==> src/rtl/phyretrain_sb_arbiter.sv <==
// phyretrain_sb_arbiter
// Shares the single sideband transmit port between the PHYRETRAIN TX-side
// and RX-side sub-FSMs. One central sequencer latches the winning request,
// runs the valid/busy handshake with the SB encoder, and returns a one-cycle
// done pulse to the owner. A watchdog aborts transfers the SB never accepts.
module phyretrain_sb_arbiter #(
   parameter int SB_MSG_WIDTH   = 4,
   parameter int ENC_WIDTH      = 3,
   parameter int ACCEPT_TIMEOUT = 1023
) (
   input  logic                    i_clk,
   input  logic                    i_rst_n,
   input  logic                    i_enable,
   input  logic                    i_tx_req,
   input  logic [SB_MSG_WIDTH-1:0] i_tx_msg,
   input  logic [ENC_WIDTH-1:0]    i_tx_enc,
   input  logic                    i_rx_req,
   input  logic [SB_MSG_WIDTH-1:0] i_rx_msg,
   input  logic [ENC_WIDTH-1:0]    i_rx_enc,
   input  logic                    i_sb_busy,
   output logic                    o_sb_valid,
   output logic [SB_MSG_WIDTH-1:0] o_sb_msg,
   output logic [ENC_WIDTH-1:0]    o_sb_enc,
   output logic                    o_sb_src,
   output logic                    o_tx_done,
   output logic                    o_rx_done,
   output logic                    o_timeout
);

   localparam logic [2:0] S_IDLE         = 3'd0;
   localparam logic [2:0] S_ISSUE        = 3'd1;
   localparam logic [2:0] S_WAIT_ACCEPT  = 3'd2;
   localparam logic [2:0] S_WAIT_RELEASE = 3'd3;
   localparam logic [2:0] S_DONE         = 3'd4;

   // The watchdog is compared before it increments, so the abort fires on the
   // WAIT_ACCEPT cycle in which the count would reach ACCEPT_TIMEOUT.
   localparam logic [15:0] WD_LIMIT = 16'(ACCEPT_TIMEOUT - 1);

   logic [2:0]  state;
   logic [15:0] wd_cnt;
   logic        busy_q;
   logic        prefer_rx;
   logic        tx_cand;
   logic        rx_cand;
   logic        grant_rx;

   // Request masking and winner selection; the done pulse doubles as the
   // one-cycle mask that stops the owner's stale level from re-issuing.
   always_comb begin
      tx_cand  = i_tx_req & ~o_tx_done;
      rx_cand  = i_rx_req & ~o_rx_done;
      grant_rx = rx_cand & (~tx_cand | prefer_rx);
   end

   // Registered copy of busy, used to find the busy falling edge.
   always_ff @(posedge i_clk or negedge i_rst_n) begin
      if (!i_rst_n) begin
         busy_q <= 1'b0;
      end else begin
         busy_q <= i_sb_busy;
      end
   end

   // Saturating acceptance watchdog, running only while waiting for busy.
   always_ff @(posedge i_clk or negedge i_rst_n) begin
      if (!i_rst_n) begin
         wd_cnt <= 16'd0;
      end else if (!i_enable || state != S_WAIT_ACCEPT) begin
         wd_cnt <= 16'd0;
      end else if (wd_cnt != 16'hFFFF) begin
         wd_cnt <= wd_cnt + 16'd1;
      end
   end

   // Round-robin pointer: after a completed grant, prefer the other side.
   always_ff @(posedge i_clk or negedge i_rst_n) begin
      if (!i_rst_n) begin
         prefer_rx <= 1'b1;
      end else if (i_enable && state == S_DONE) begin
         prefer_rx <= ~o_sb_src;
      end
   end

   // Grant/handshake sequencer with registered outputs.
   always_ff @(posedge i_clk or negedge i_rst_n) begin
      if (!i_rst_n) begin
         state      <= S_IDLE;
         o_sb_valid <= 1'b0;
         o_sb_msg   <= '0;
         o_sb_enc   <= '0;
         o_sb_src   <= 1'b0;
         o_tx_done  <= 1'b0;
         o_rx_done  <= 1'b0;
         o_timeout  <= 1'b0;
      end else begin
         o_tx_done <= 1'b0;
         o_rx_done <= 1'b0;
         o_timeout <= 1'b0;
         if (!i_enable) begin
            state      <= S_IDLE;
            o_sb_valid <= 1'b0;
         end else begin
            case (state)
               S_IDLE: begin
                  if (tx_cand || rx_cand) begin
                     o_sb_msg   <= grant_rx ? i_rx_msg : i_tx_msg;
                     o_sb_enc   <= grant_rx ? i_rx_enc : i_tx_enc;
                     o_sb_src   <= grant_rx;
                     o_sb_valid <= 1'b1;
                     state      <= S_ISSUE;
                  end
               end
               S_ISSUE: begin
                  state <= S_WAIT_ACCEPT;
               end
               S_WAIT_ACCEPT: begin
                  if (i_sb_busy) begin
                     state <= S_WAIT_RELEASE;
                  end else if (wd_cnt >= WD_LIMIT) begin
                     o_sb_valid <= 1'b0;
                     o_timeout  <= 1'b1;
                     state      <= S_IDLE;
                  end
               end
               S_WAIT_RELEASE: begin
                  if (busy_q && !i_sb_busy) begin
                     o_sb_valid <= 1'b0;
                     state      <= S_DONE;
                  end
               end
               S_DONE: begin
                  o_tx_done <= ~o_sb_src;
                  o_rx_done <= o_sb_src;
                  state     <= S_IDLE;
               end
               default: begin
                  o_sb_valid <= 1'b0;
                  state      <= S_IDLE;
               end
            endcase
         end
      end
   end

endmodule
==> config.mk <==
export PLATFORM = sky130hd
export DESIGN_NAME = phyretrain_sb_arbiter
export DESIGN_NICKNAME = d
export VERILOG_FILES = /design/src/rtl/phyretrain_sb_arbiter.sv
export SDC_FILE = /design/constraint.sdc
export NUM_CORES = 1
export LEC_CHECK = 0
export BUFFER_PORTS_ARGS = -buffer_cell sky130_fd_sc_hd__buf_2
export CAP_MARGIN = 25
export CORE_ASPECT_RATIO = 0.75
export CORE_UTILIZATION = 40
export CTS_CLUSTER_SIZE = 16
export DETAILED_ROUTE_END_ITERATION = 16
export GPL_ROUTABILITY_DRIVEN = 0
export SETUP_SLACK_MARGIN = 0.02
export SYNTH_ARGS = -nofsm -noshare
export SYNTH_HDL_FRONTEND = slang
export SYNTH_SLANG_ARGS = --single-unit
==> constraint.sdc <==
create_clock -name i_clk -period 1.55 [get_ports i_clk]
set_input_delay 0.31 -clock i_clk [delete_from_list [all_inputs] [get_ports i_clk]]
set_output_delay 0.31 -clock i_clk [all_outputs]
set_load 0.01 [all_outputs]
Word level (Yosys, flattened, before mapping)
Cells that the tools add are included.
{"block": "totals", "reg_bits": 33, "inputBits": 20, "out_inout_bits": 12, "elab_cells": 69}
{"block": "op_classes", "add_sub_neg": 1, "n_lt_le_gt_ge": 1, "n_eq_ne": 12, "mux": 24, "bitwise": 8, "n_reduce_logical": 12}
{"operator": "2-to-1 mux 16 bit", "n": 2}
{"operator": "2-to-1 mux 3 bit", "n": 6}
{"operator": "adder 16 x 1 -> 16 bit, second input constant", "n": 1}
{"operator": ">= comparator 16 x 10 -> 1 bit, second input constant", "n": 1}
{"operator": "!= test 16 bit, second input constant", "n": 1}
{"operator": "2-to-1 mux 1 bit", "n": 13}
{"operator": "!= test 3 bit, second input constant", "n": 4}
{"operator": "case mux 3 bit (4 select lines)", "n": 1}
{"operator": "== test 3 x 2 -> 1 bit, second input constant", "n": 2}
{"operator": "AND reduction 3 bit", "n": 2}
{"operator": "AND reduction 5 bit", "n": 1}
{"operator": "2-to-1 mux 4 bit", "n": 1}
{"operator": "!= test 4 bit, second input constant", "n": 1}
{"operator": "NOT 1 bit", "n": 4}
{"operator": "case mux 1 bit (4 select lines)", "n": 1}
{"operator": "bitwise AND 1 bit", "n": 3}
{"operator": "== test 3 x 1 -> 1 bit, second input constant", "n": 1}
{"operator": "== test 3 bit, second input constant", "n": 1}
{"operator": "logical NOT 3 bit", "n": 1}
{"operator": "!= test 3 x 2 -> 1 bit, second input constant", "n": 1}
{"operator": "logical AND 1 bit", "n": 2}
{"operator": "logical NOT 1 bit", "n": 2}
{"operator": "logical OR 1 bit", "n": 2}
{"operator": "!= test 2 bit, second input constant", "n": 1}
{"operator": "3 further kinds", "n": 3}

Longest topological paths before layout
{"block": "depth", "ltp_word": 6, "ltp_mapped": 6, "mapped_depth_nobuf": 5}

Worst setup path before layout
OpenSTA, ideal clock, no wires.
{"block": "synth_path", "path_type": "register to register", "startpoint": "register wd_cnt[1]", "endpoint": "register wd_cnt[8]", "setup_ns": 0.119, "t_arrival_ns": 1.492, "t_required_ns": 1.431, "path_slack_ns": -0.061, "path_stages_with_launch": 7, "path_buffers": 1, "period_less_slack_ns": 1.611, "cell_sequence": "dfrtp_1 ha_1 nand3_1 nor4_2 buf_2 o31a_1 o21a_1"}
{"block": "synth_between", "elab_chain_len": 3, "elab_cells_between_ends": 5, "classes_between": "1 x add/sub; 1 x eq/ne; 2 x mux; 1 x reduce/logical"}
{"element": "start, declared", "line_no": "41", "rtl": "logic [15:0] wd_cnt;"}
{"element": "start signal, assigned", "line_no": "72", "rtl": "wd_cnt <= wd_cnt + 16'd1;"}
{"element": "adder 16 x 1 -> 16 bit", "line_no": "72"}
{"element": "2-to-1 mux 16 bit", "line_no": "71", "rtl": "end else if (wd_cnt != 16'hFFFF) begin"}
{"element": "2-to-1 mux 16 bit", "line_no": "69", "rtl": "end else if (!i_enable || state != S_WAIT_ACCEPT) begin"}
Parallel ways exist; a longest one is shown, timed or not. The select of a mux whose other input is x is not followed.
A chain may end at the register's enable or synchronous reset.

Final worst setup path
{"block": "layout_path", "startpoint": "register wd_cnt[5]", "endpoint": "register wd_cnt[11]"}
The elaborated chain is that of the path after synthesis.

==> flow_summary_export.csv <==
group,metric,value,unit
place,port_buffers,31,
critical_path,reg2reg_from,"wd_cnt[5]$_DFFE_PN0P_",
synth,ys.warnings.count,0,
synth,syn_nets,195,
final_layout,nets,258,
power,leakagePower,1.09,nW
clock_network,cts-buffers-inserted,5,
floorplanning,die_w,78.3,um
global_route,antenna_found_initial,0,
synth,synth_top_family_by_area,"simple AND/OR/NAND/NOR gates",
final_layout,fin_cells,292,
place,dp.cells,276,
synth,synth_compound_area_share,16.1,%
global_route,grt_pass1_vias,1472,
place,dpl.hpwl,3020,um
clock_network,cts-htree-levels,2,
run_status,status,"finished with violations",
min_path,hp-class,"input pin to register",
floorplanning,start_util,42.5,%
synth,synthSimpleGateAreaFrac,24.4,%
global_route,grt_pass1_wl,6900,um
critical_path,r2r_setup_slack,-0.01,ns
sta,setup_violations,1,
synth,synth_fa_ha_area_share,1.43,%
sta,finalMaxSlewViolations,0,
floorplanning,io_pins,32,
route,drtPass1Iterations,4,
clock_network,cts_tree,"yes",
route,drt-total-wl,4260,um
power,seq_power_share,49.9,%
sta,fin_ws,-0.00992,ns
run,maxCapViolCount,0,
floorplanning,num_rows,20,
sta,hold_viol,0,
final_layout,antennaDiodeCount,0,
power,clockPowerShare,33.1,%
global_route,grt_max_degree,34,
min_path,hp-start,"i_sb_busy",
floorplanning,core,0.00410,mm^2
final_layout,final_core_util,58.5,%
route,ant_nets,0,
sta,period_needed,1.56,ns
sta,rsz0062_at_grt,"yes",
power,finalPower,1.95,mW
synth,yosys.cell_types.count,48,
final_layout,drive_gt1_share,45.6,%
sta,fmax,641,MHz
power,power.density,813,mW/mm^2
global_route,track_usage,20.0,%
sta,tightest_slew,0.366,ns
sta,clock_skew,0.00705,ns
power,pwr-share-comb,16.9,%
clock_network,cts.sinks,33,
power,switchingPower,553,uW
clock_network,cts_root_buf,"clkbuf_8",
synth,syn_inst,173,
synth,syn_avg_cell_area,10.1,um^2
floorplanning,die_h,59.2,um
critical_path,crit_path_start,"wd_cnt[5]$_DFFE_PN0P_",
clock_network,clock_latency,0.30,ns
route,drt_iter0_drc,96,
power,sw_frac_of_total,28.3,%
synth,synth_mux_area_share,5.81,%
critical_path,worst_setup_path_end_kind,"register",
route,num_vias,1598,
run_status,violations,"negative setup slack",
synth,ys_seq_elements,33,
floorplanning,die_area,0.00463,mm^2
synth,synthesis.area,0.00175,mm^2
sta,fin_crit_sh,101,%
critical_path,criticalPathCategory,"register to register",
route,wire_per_inst,14.6,um
route,drc,0,
final_layout,syn_to_final_growth,37.6,%
synth,ys_seq_area_share,47.4,%
sta,max-slew-margin-rel,75.3,%
power,vdd_drop_max,0.436,mV
place,dpl_worst_slack,-0.0195,ns
power,power.internal,1.40,mW
critical_path,crit_required,1.71,ns
global_route,gr-total-overflow,0,
critical_path,arrival,1.72,ns
synth,synth_xor_area_share,1.00,%
critical_path,start_kind,"register",
clock_network,cts_buffer_depth,2,
route,vias_per_cell,5.47,
critical_path,critPathMaxFanout,8,
clock_network,path_clk_slew,0.07,ns
sta,whs,0.200,ns
[kinds of logic (layout without fill, tap and decap cells)]
group                      after synthesis  after routing
adders and majority gates                2              2
muxes                                   10             10
xor gates and xnor gates                 2              2
buffers and inverters                   13             77
and+or+nand+nor                         68             68
AOI/OAI and AO/OA                       45             45
DFF                                     33             33
[registers in the layout, indices dropped and copies added (netlist names)]
signal	flops
prefer_rx	1
o_rx_done	1
o_tx_done	1
o_sb_src	1
state	3
o_timeout	1
busy_q	1
o_sb_valid	1
o_sb_enc	3
wd_cnt	16
o_sb_msg	4
[cells in the final DEF, fill, tap and decap left out, types with 2 or more instances in the layout]
master,Yosys,layout
dfrtp_2,0,7
nand2_1,10,10
a21oi_1,10,4
buf_4,0,26
and3_2,1,2
or4_4,0,3
dfrtp_1,32,25
a211oi_2,0,2
and2_2,2,2
nor2_1,10,10
mux2i_1,9,9
clkbuf_8,0,5
nor3_2,1,3
o21ai_1,3,3
a21oi_2,0,6
o41ai_1,2,2
buf_6,2,3
clkinv_2,0,2
inv_1,7,7
buf_2,3,31
nand4_1,5,5
a31oi_1,2,2
and4_1,2,2
o21ai_0,14,14
nor2b_1,6,5
or3_1,4,3
nand3_1,8,7
nand4_4,1,3
o31ai_1,3,3
[per-layer routing]
metal | global-route usage, % | up-vias | part of all wire, %
met4 | 8.99 | 0 | 2.1
met5 | 0 | - | 0
met3 | 4.62 | 10 | 4.3
li1 | - | 770 | -
met1 | 29.3 | 783 | 48
met2 | 27.9 | 35 | 45
[per-stage QoR]
step | cell area (um^2) | setup TNS (ns)
floorplan | 1750 | 0
global placement | 2120 | 0
global route | 2400 | -0.285
finish | 2400 | -0.00992
CTS | 2260 | 0
detailed placement | 2120 | -0.0258
[cell usage after synthesis (all sizes together)]
| library cell | count | area [um^2] |
|---|---|---|
| o21ba | 1 | 10.0 |
| o41ai | 2 | 17.5 |
| o31a | 1 | 8.76 |
| and4b | 1 | 10.0 |
| clkbuf | 1 | 3.75 |
| o211a | 1 | 10.0 |
| or2 | 2 | 12.5 |
| nor4 | 3 | 25.0 |
| nor2b | 6 | 37.5 |
| buf | 5 | 37.5 |
| and3 | 2 | 13.8 |
| and2 | 2 | 15.0 |
| nor2 | 10 | 37.5 |
| and3b | 1 | 8.76 |
| nand4 | 8 | 77.6 |
| o21a | 1 | 7.51 |
| a31oi | 2 | 12.5 |
| or4 | 3 | 22.5 |
| and4 | 3 | 27.5 |
| nand4bb | 1 | 11.3 |
| xor2 | 1 | 8.76 |
| nor3 | 4 | 25.0 |
| a211oi | 2 | 15.0 |
| o31ai | 3 | 22.5 |
| mux2 | 1 | 11.3 |
| ha | 2 | 25.0 |
| xnor2 | 1 | 8.76 |
| a21oi | 10 | 50.1 |
| mux2i | 9 | 90.1 |
| o211ai | 1 | 7.51 |
| or3 | 4 | 25.0 |
| o311ai | 1 | 8.76 |
| dfstp | 1 | 26.3 |
| o311a | 1 | 10.0 |
| inv | 7 | 26.3 |
| a21boi | 2 | 15.0 |
| o21ai | 17 | 85.1 |
| dfrtp | 32 | 801 |
| nand3 | 8 | 40.0 |
| nand2 | 10 | 37.5 |
[power groups by stage]
stage	combinational (mW)	sequential, mW	clock [mW]
2_1_floorplan	0.125	1.02	0
3_5_place_dp	0.328	0.992	0
3_3_place_gp	0.320	0.987	0
5_1_grt	0.373	0.983	0.702
6_report	0.331	0.975	0.647
4_1_cts	0.332	0.976	0.655
[layout make-up]
type,count,area [um^2]
fill,349,1700
multi-input combinational,127,973
inverter,7,26.3
timing repair buffer,62,414
clock buffer,6,72.6
clock inverter,2,10.0
sequential,33,836
tap,55,68.8
[critical path, stage by stage, from the launching register on]
cell	delay, ns
dfrtp_2	0.43
and3_2	0.27
nand4_4	0.12
buf_4	0.17
o311ai_0	0.31
o41ai_1	0.14
[final timing paths]
kind | cells after the start | endpoint
max | 5 | wd_cnt[11]$_DFFE_PN0P_
min | 1 | busy_q$_DFF_PN0_
max reg2reg | 5 | wd_cnt[11]$_DFFE_PN0P_
min reg2reg | 2 | o_sb_msg[2]$_DFFE_PN0P_
max in group asynchronous | 3 | prefer_rx$_DFFE_PN1P_
min in group asynchronous | 3 | busy_q$_DFF_PN0_
[timing repair]
action / in CTS / in global routing
endpoints found under the setup margin: 10 / 21
buffers inserted: 1 / 6
hold buffers: 1 / 0
endpoints found under the hold margin: 32 / 0
pin swaps: 3 / 9
gates resized for setup: 8 / 26
Note: power is estimated with default switching activity, not from simulation.
